==> config.mk <==
export PLATFORM = sky130hd
export DESIGN_NAME = fb_access_arbiter
export DESIGN_NICKNAME = d
export VERILOG_FILES = /design/src/rtl/fb_access_arbiter.sv
export SDC_FILE = /design/constraint.sdc
export NUM_CORES = 1
export LEC_CHECK = 0
export CAP_MARGIN = 15
export CORE_ASPECT_RATIO = 0.5
export CORE_UTILIZATION = 30
export CTS_CLUSTER_DIAMETER = 120
export CTS_CLUSTER_SIZE = 28
export DETAILED_ROUTE_END_ITERATION = 6
export PLACE_DENSITY = 0.67
export SLEW_MARGIN = 0
export SYNTH_ARGS = -nofsm -noshare
export SYNTH_HDL_FRONTEND = slang
export SYNTH_SLANG_ARGS = --single-unit
export TNS_END_PERCENT = 30
==> constraint.sdc <==
create_clock -name clk -period 2.8 [get_ports clk]
set_input_delay 0.28 -clock clk [delete_from_list [all_inputs] [get_ports clk]]
set_output_delay 0.28 -clock clk [all_outputs]
set_load 0.01 [all_outputs]
==> src/rtl/fb_access_arbiter.sv <==
// Framebuffer access arbiter: serialises draw-engine (client 0) and
// scanout (client 1) accesses onto a single framebuffer port using
// round-robin arbitration, coordinate rejection and a BUSY timeout.
module fb_access_arbiter #(
  parameter int TIMEOUT_CYCLES = 32
) (
  input  logic       clk,
  input  logic       rst,
  input  logic       c0_req,
  input  logic       c0_wr,
  input  logic [7:0] c0_x,
  input  logic [7:0] c0_y,
  input  logic [7:0] c0_din,
  input  logic       c0_mode,
  output logic       c0_ack,
  output logic       c0_err,
  output logic [7:0] c0_rdata,
  input  logic       c1_req,
  input  logic [7:0] c1_x,
  input  logic [7:0] c1_y,
  input  logic       c1_mode,
  output logic       c1_ack,
  output logic       c1_err,
  output logic [7:0] c1_rdata,
  output logic       fb_we,
  output logic       fb_re,
  output logic [7:0] fb_xpos,
  output logic [7:0] fb_ypos,
  output logic [7:0] fb_din,
  output logic       fb_r_mode,
  input  logic       fb_w_valid,
  input  logic       fb_r_valid,
  input  logic [7:0] fb_dout,
  output logic       busy,
  output logic       grant_id
);

  typedef enum logic [1:0] {IDLE, BUSY, RELEASE} state_t;

  // Counter value seen on the last permitted BUSY cycle.
  localparam logic [7:0] TMO_LAST = 8'(TIMEOUT_CYCLES - 1);

  state_t     state;
  logic       last_gnt;
  logic       cur_wr;
  logic [7:0] tmo_cnt;

  logic       sel;
  logic       g_wr;
  logic [7:0] g_x;
  logic [7:0] g_y;
  logic [7:0] g_din;
  logic       g_mode;
  logic       g_reject;
  logic       op_done;

  // Out-of-range window, column reads running off the bottom edge, and
  // unaligned horizontal accesses that would straddle the right edge.
  function automatic logic coord_reject(input logic wr, input logic [7:0] x,
                                        input logic [7:0] y, input logic mode);
    logic bad;
    bad = (x > 8'd127) || (y > 8'd63);
    if (!wr && mode && (y > 8'd56))
      bad = 1'b1;
    if ((x[2:0] != 3'd0) && (wr || !mode) && (x > 8'd120))
      bad = 1'b1;
    return bad;
  endfunction

  // Round-robin selection and mux of the selected client's command.
  always_comb begin
    sel      = 1'b0;
    if (c0_req && c1_req)
      sel = ~last_gnt;
    else if (!c0_req && c1_req)
      sel = 1'b1;
    g_wr     = sel ? 1'b0    : c0_wr;
    g_x      = sel ? c1_x    : c0_x;
    g_y      = sel ? c1_y    : c0_y;
    g_din    = sel ? 8'h00   : c0_din;
    g_mode   = sel ? c1_mode : c0_mode;
    g_reject = coord_reject(g_wr, g_x, g_y, g_mode);
    op_done  = cur_wr ? fb_w_valid : fb_r_valid;
  end

  // Arbiter FSM with registered framebuffer command and client responses.
  always_ff @(posedge clk) begin
    if (rst) begin
      state     <= IDLE;
      last_gnt  <= 1'b1;
      grant_id  <= 1'b0;
      cur_wr    <= 1'b0;
      tmo_cnt   <= 8'd0;
      busy      <= 1'b0;
      fb_we     <= 1'b0;
      fb_re     <= 1'b0;
      fb_xpos   <= 8'd0;
      fb_ypos   <= 8'd0;
      fb_din    <= 8'd0;
      fb_r_mode <= 1'b0;
      c0_ack    <= 1'b0;
      c0_err    <= 1'b0;
      c0_rdata  <= 8'd0;
      c1_ack    <= 1'b0;
      c1_err    <= 1'b0;
      c1_rdata  <= 8'd0;
    end else begin
      c0_ack <= 1'b0;
      c1_ack <= 1'b0;
      c0_err <= 1'b0;
      c1_err <= 1'b0;
      case (state)
        IDLE: begin
          if (c0_req || c1_req) begin
            grant_id  <= sel;
            last_gnt  <= sel;
            busy      <= 1'b1;
            cur_wr    <= g_wr;
            tmo_cnt   <= 8'd0;
            fb_xpos   <= g_x;
            fb_ypos   <= g_y;
            fb_din    <= g_wr ? g_din : 8'h00;
            fb_r_mode <= g_wr ? 1'b0 : g_mode;
            if (g_reject) begin
              state <= RELEASE;
              if (sel) begin
                c1_ack <= 1'b1;
                c1_err <= 1'b1;
              end else begin
                c0_ack <= 1'b1;
                c0_err <= 1'b1;
              end
            end else begin
              state <= BUSY;
              fb_we <= g_wr;
              fb_re <= ~g_wr;
            end
          end
        end
        BUSY: begin
          tmo_cnt <= tmo_cnt + 8'd1;
          if (op_done || (tmo_cnt == TMO_LAST)) begin
            state <= RELEASE;
            fb_we <= 1'b0;
            fb_re <= 1'b0;
            if (grant_id) begin
              c1_ack <= 1'b1;
              c1_err <= ~op_done;
              if (op_done && !cur_wr)
                c1_rdata <= fb_dout;
            end else begin
              c0_ack <= 1'b1;
              c0_err <= ~op_done;
              if (op_done && !cur_wr)
                c0_rdata <= fb_dout;
            end
          end
        end
        RELEASE: begin
          state <= IDLE;
          busy  <= 1'b0;
        end
        default: begin
          state <= IDLE;
          busy  <= 1'b0;
          fb_we <= 1'b0;
          fb_re <= 1'b0;
        end
      endcase
    end
  end

endmodule

==> summary.md, run 1 <==
| Metric | Value |
|---|---|
| Status | `finished clean` |
| Total via count after detailed routing | `2531` |
| Most common cell after layout, fill and taps aside | `clkdlybuf4s50_1` |
| Post-route ant nets | `0` |
| Top fanout value on the critical path | `11` |
| Fraction of layout instances using a drive strength above 1 | `5.91%` |
| Final critical delay including setup and external delays | `1950 ps` |
| Number of clock sinks | `61` |
| Number of post-CTS setup repair buffers | `0` |
| Register share of total power | `39.9%` |
| Clock transition at path regs | `50 ps` |
| Internal cell power | `1.82 mW` |
| Sw frac | `23.6%` |
| Post-Synthesis Cells | `304` |
| Hold-critical path depth | `2` |
| Number of endpoints with negative hold slack in the final report | `0` |
| Horizontal die dimension | `135 um` |
| Crit path arrival time | `2150 ps` |
| Relative slew slack | `54.7%` |
| Category of the worst setup path launch point | `register` |
| Filler Cell Count | `795` |
| Crit path max-delay cell type | `dfxtp_1` |
| Worst-margin pin slew | `679 ps` |
| Async set or reset register ratio after synthesis | `0%` |
| Yosys Warn Count | `0` |
| Detailed placer's ending HPWL | `5.13 mm` |
| Count of final setup violators | `0` |
| Gp weighted congestion | `0.833` |
| Ratio of routed vias to standard cells | `4.89` |
| Drt pass-1 iters | `6` |
| Number of buffers inserted by hold repair at cts | `0` |
| Placed cell count | `504` |
| R2R depth | `5` |
| Register-to-register setup slack | `850 ps` |
| Classification of the worst setup path | `reg2reg` |
| Number of ports placed on the die boundary | `106` |
| Bufs on Longest Clock Path | `2` |
| Maximum resistive drop on vdd | `0.355 mV` |
| Number of rows in the core area | `23` |
| Number of max-slew violations in the final report | `0` |
| Power per unit of standard cell area | `596 mW/mm2` |
| CTS-repair resized insts | `0` |
| Remaining global-route overflow | `0` |
| Clock buffer count from CTS | `9` |
| Number of DRC markers in iteration 0 | `124` |
| CTS tree | `done` |
| Part of the cycle the worst path needs | `69.5%` |
| Top library cells by usage in the layout, fill and taps aside | `clkdlybuf4s50_1 (104), nor2_1 (63), dfxtp_1 (61)` |
| Cell mode on critical path | `nor2_1` |
| Number of enable-type register cells in the synthesized netlist | `0` |
| Required time of the critical path | `3000 ps` |
| Reg2reg start | `state[0]` |
| Clock Power Share | `44.1%` |
| Area overhead of the layout relative to synthesis | `51.6%` |
| Reg-to-Reg End | `c0_rdata[0]` |
| Die ar. | `0.00920 mm2` |
| Clock Skew | `5.55 ps` |
| Start point of the worst hold path | `rst` |
| Combinational share of power | `16.0%` |
| Critical-path cell list | `nand2b_1 > nor2_1 > nand3b_1 > mux2i_1 > nor2_1` |
| Net Switching | `0.563 mW` |
| Max capacitance violation total | `0` |
| Wire length of the first global-routing pass | `11.1 mm` |
| Placeable core region | `0.00826 mm2` |
| Effective utilization at floorplan | `32.0%` |
| Unrepaired setup endpoints after global routing | `no` |
| Post-synthesis instance area | `0.00264 mm2` |
| Number of register bits inferred by synthesis | `61` |
| Routed wire length | `7.14 mm` |
| Largest net degree at the start of global routing | `35` |
| Leakage dissipation | `1.54 nW` |
| Number of antenna violations at the first check in global routing | `0` |
| Most used flip-flop cell after synthesis | `dfxtp_1` |
| Endpoint of the worst hold path | `tmo_cnt[0]` |
| Max stage delay on crit path | `450 ps` |
| Final net count | `461` |
| IO Port Bufs | `105` |
| Portion of the post-synthesis area used by sequential elements | `46.3%` |
| Vertical die dimension | `68.3 um` |
| Synthesized net count | `362` |
| Drt drc | `0` |
| Non-filler cells in the finished layout | `518` |
| GRT Overall Usage | `16.0%` |
| Capturing element type of the critical path | `register` |
| Min-delay worst type | `in2reg` |
| Wire length per cell | `13.8 um` |
| Syn avg cell area | `8.68 um2` |
| CTS H-tree depth | `3` |
| Clock latency reported for the late side of the worst-skew pair | `320 ps` |
| Post-synth cell types | `39` |
| Root buffer selected by CTS | `clkbuf_16` |
| Via count of the first global-routing pass | `2236` |
| Highest Clock Rate | `0.514 GHz` |
| Setup TNS Final | `0 ps` |
| Number of antenna repair diodes | `0` |
-- synthesized netlist by cell type (2+ instances only) --
library cell	count	share of area (%)
or2_2	2	0.47
buf_4	5	1.4
nand2_1	40	5.7
mux2i_1	19	7.2
and3_1	4	0.95
buf_2	3	0.57
nand4_1	5	1.2
a21oi_1	12	2.3
nor3_1	10	1.9
o21ai_0	8	1.5
a211oi_1	2	0.57
clkbuf_1	7	1.0
nand3b_1	2	0.57
buf_6	4	1.7
nand2b_1	5	1.2
a311oi_1	17	5.6
nor2_1	63	9.0
nand3_1	5	0.95
a22oi_1	11	3.1
dfxtp_1	61	46
-- kinds of logic after synthesis --
| group | after synthesis | synth area share (%) |
|---|---|---|
| AO/OA/AOI/OAI | 61 | 17.4 |
| adder cells (fa/ha/maj) | 1 | 0.474 |
| buffers and inverters | 20 | 4.88 |
| flip-flops | 61 | 46.3 |
| multiplexers | 19 | 7.20 |
| AND/OR/NAND/NOR | 142 | 23.7 |
-- worst max-delay path: cells and delay by family, from the launching register on --
kind,cells,cell delay [ps]
simple gates,4,1070
flops,1,450
mux,1,310
-- power by group through the flow --
stage	registers, mW	logic (mW)	clock network, mW
after floorplan	0.982	0.166	0
after global placement	0.968	0.380	0
after detailed placement	0.967	0.383	0
after CTS	0.951	0.385	1.08
after global routing	0.956	0.418	1.13
final	0.952	0.382	1.05
-- worst max path at each step --
stage / startpoint / depth (start not counted) / endpoint / slack, ps
2_1_floorplan: tmo_cnt[0] / 6 / fb_re / 1380
3_5_place_dp: c0_req / 5 / fb_re / 560
6_report: state[0] / 5 / c0_rdata[0] / 850
3_3_place_gp: c0_req / 5 / fb_re / 610
5_1_grt: state[0] / 5 / c0_rdata[4] / 640
4_1_cts: state[0] / 5 / c0_rdata[0] / 820
-- per-stage QoR --
step	util, %	total power [mW]	setup WS (ps)	hold slack (ps)	area, um2
after CTS	48.4	2.42	819	416	4000
after detailed placement	45.0	1.35	557	455	3720
after global routing	48.4	2.50	637	440	4000
after global placement	45.0	1.35	607	453	3720
final	48.4	2.38	854	421	4000
after floorplan	-	1.15	1380	424	2640
-- cell type report --
class	instances	area (um2)	area share [%]
multi-input cells	223	1290	32.2
clock buffers	12	246	6.16
repair buffers	108	1070	26.7
well taps	112	140	3.50
flip-flops and latches	61	1220	30.5
clock inverters	2	35.0	0.876
-- per-layer routing --
metal	global-route usage (%)	up-vias	wire, um
li1	-	1277	-
met1	20.1	1160	3210
met2	25.1	85	3330
met3	5.85	9	523
met4	6.74	0	75
met5	0	-	0
-- state kept, by name (all words and copies together) (netlist names), 2 cells and up --
name and count:
fb_din 8, c0_rdata 8, fb_ypos 8, c1_rdata 8, tmo_cnt 8, state 2
fb_xpos 8
No activity file was read; power rests on OpenSTA's default activity.
==> run 2, diff against run 1 <==
==> constraint.sdc (replaced) <==
create_clock -name clk -period 2 [get_ports clk]
set_input_delay 0.2 -clock clk [delete_from_list [all_inputs] [get_ports clk]]
set_output_delay 0.2 -clock clk [all_outputs]
set_load 0.01 [all_outputs]
==> run 2 against run 1 <==
Effect of this change: first-iteration DRC count down 27%; final cell count up 1.7%; clock power up 44%; count of clock-buffer cells in the layout down 1; sequential cell count unchanged; clock skew up 4.8 ps; core utilization up 0.85 points; worst setup slack worse by 570 ps; worst hold slack worse by 260 ps; largest cell class unchanged; wire length up 0.53%.
==> summary.md, run 2 (synthesis gave the netlist of run 1 again) <==
| Metric | Value |
|---|---|
| Status | `finished clean` |
| Drt pass-1 iters | `4` |
| Leakage dissipation | `1.59 nW` |
| Largest net degree at the start of global routing | `36` |
| Classification of the worst setup path | `reg2reg` |
| Fraction of layout instances using a drive strength above 1 | `8.19%` |
| Clock transition at path regs | `50 ps` |
| Number of post-CTS setup repair buffers | `0` |
| Root buffer selected by CTS | `clkbuf_16` |
| Total via count after detailed routing | `2558` |
| Remaining global-route overflow | `0` |
| Setup TNS Final | `0 ps` |
| Routed wire length | `7.18 mm` |
| Count of final setup violators | `0` |
| Highest Clock Rate | `0.583 GHz` |
| Number of max-slew violations in the final report | `0` |
| Placeable core region | `0.00826 mm2` |
| Critical-path cell list | `ha_1 > nand4_1 > o41ai_2 > o22ai_1 > nand2_1 > mux2i_1` |
| Most common cell after layout, fill and taps aside | `clkdlybuf4s50_1` |
| Die ar. | `0.00920 mm2` |
| Crit path setup slack, layout | `284 ps` |
| Number of antenna repair diodes | `0` |
| Number of ports placed on the die boundary | `106` |
| Vertical die dimension | `68.3 um` |
| Power per unit of standard cell area | `833 mW/mm2` |
| Worst-margin pin slew | `539 ps` |
| Ratio of routed vias to standard cells | `4.85` |
| Category of the worst setup path launch point | `register` |
| Wire length per cell | `13.6 um` |
| Number of clock sinks | `61` |
| Post-Route Utilization | `49.3%` |
| Clock buffer count from CTS | `9` |
| Horizontal die dimension | `135 um` |
| Area overhead of the layout relative to synthesis | `54.2%` |
| Part of the cycle the worst path needs | `85.8%` |
| Top library cells by usage in the layout, fill and taps aside | `clkdlybuf4s50_1 (104), nor2_1 (63), dfxtp_1 (61)` |
| Drt drc | `0` |
| Required time of the critical path | `2200 ps` |
| Max capacitance violation total | `0` |
| Capturing element type of the critical path | `register` |
| Number of DRC markers in iteration 0 | `91` |
| Buf+Inv Stages, Crit Path | `0` |
| Via count of the first global-routing pass | `2287` |
| Clock Skew | `10.3 ps` |
| Wire length of the first global-routing pass | `11.4 mm` |
| Bufs on Longest Clock Path | `2` |
| GRT Overall Usage | `16.1%` |
| Number of antenna violations at the first check in global routing | `0` |
| Worst slack at placement | `124 ps` |
| CTS H-tree depth | `3` |
| Number of rows in the core area | `23` |
| Maximum resistive drop on vdd | `0.490 mV` |
| Gp weighted congestion | `0.774` |
| Post-route ant nets | `0` |
| Largest delay share family, worst path | `compound AO/OA/AOI/OAI gates` |
| Final critical delay including setup and external delays | `1720 ps` |
| Detailed placer's ending HPWL | `5.23 mm` |
| Unrepaired setup endpoints after global routing | `no` |
| Final net count | `469` |
| Crit path max-delay cell type | `o41ai_2` |
| Max stage delay on crit path | `480 ps` |
| CTS tree | `done` |
| Top fanout value on the critical path | `5` |
| Clock latency reported for the late side of the worst-skew pair | `320 ps` |
| Effective utilization at floorplan | `32.0%` |
| Number of buffers inserted by hold repair at cts | `0` |
| IO Port Bufs | `105` |
| Relative slew slack | `63.7%` |
| CTS-repair resized insts | `0` |
| Min-delay worst type | `in2reg` |
| Crit path arrival time | `1920 ps` |
| Number of endpoints with negative hold slack in the final report | `0` |
run 2: cell types whose count changed in the layout (fill, tap and decap cells not counted):
cell | before | now
clkinv_4 | 0 | 1
clkbuf_1 | 2 | 1
buf_4 | 3 | 11
clkinv_2 | 1 | 2
run 2: where the power goes:
group          switching, mW  internal (mW)
logic                  0.254          0.296
clock network          0.525          0.988
registers             0.0436           1.29
total                  0.823           2.57
run 2: final timing paths:
path	start	endpoint	slack [ps]	cells after the start
worst max-delay path	tmo_cnt[0]	fb_re	280	6
worst min-delay path	rst	state[0]	160	2
worst max register to register	tmo_cnt[0]	fb_re	280	6
worst min register to register	fb_re	fb_re	470	2
run 2: layer usage:
metal / GRT usage [%] / wire length [um] / vias to the layer above
met3: 7.26 / 656 / 5
li1: - / - / 1301
met2: 26.0 / 3340 / 92
met4: 5.20 / 63 / 0
met1: 19.5 / 3120 / 1160
met5: 0 / 0 / -
run 2: area by class of cell:
| class | instances | area (um2) |
|---|---|---|
| clock buffers | 11 | 243 |
| clock inverters | 4 | 48.8 |
| fillers | 780 | 4190 |
| multi-input cells | 223 | 1290 |
| flip-flops and latches | 61 | 1220 |
| well taps | 112 | 140 |
| repair buffers | 116 | 1130 |
run 2: through the flow:
stage | power (mW) | std cells | hold slack (ps) | instance area (um2)
detailed placement | 1.91 | 512 | 468 | 3780
CTS | 3.44 | 527 | 141 | 4070
floorplan | 1.61 | 304 | 344 | 2640
global placement | 1.90 | 512 | 457 | 3780
global route | 3.56 | 527 | 139 | 4070
finish | 3.39 | 527 | 157 | 4070
==> run 3, diff against run 2 <==
--- a/config.mk
+++ b/config.mk
@@ -12,7 +12,7 @@
 export CTS_CLUSTER_SIZE = 28
 export DETAILED_ROUTE_END_ITERATION = 6
 export PLACE_DENSITY = 0.67
-export SLEW_MARGIN = 0
+export SETUP_SLACK_MARGIN = 0.05
 export SYNTH_ARGS = -nofsm -noshare
 export SYNTH_HDL_FRONTEND = slang
 export SYNTH_SLANG_ARGS = --single-unit
==> results of run 3 <==
No change in the layout: final DEF, timing and power equal those of run 2.
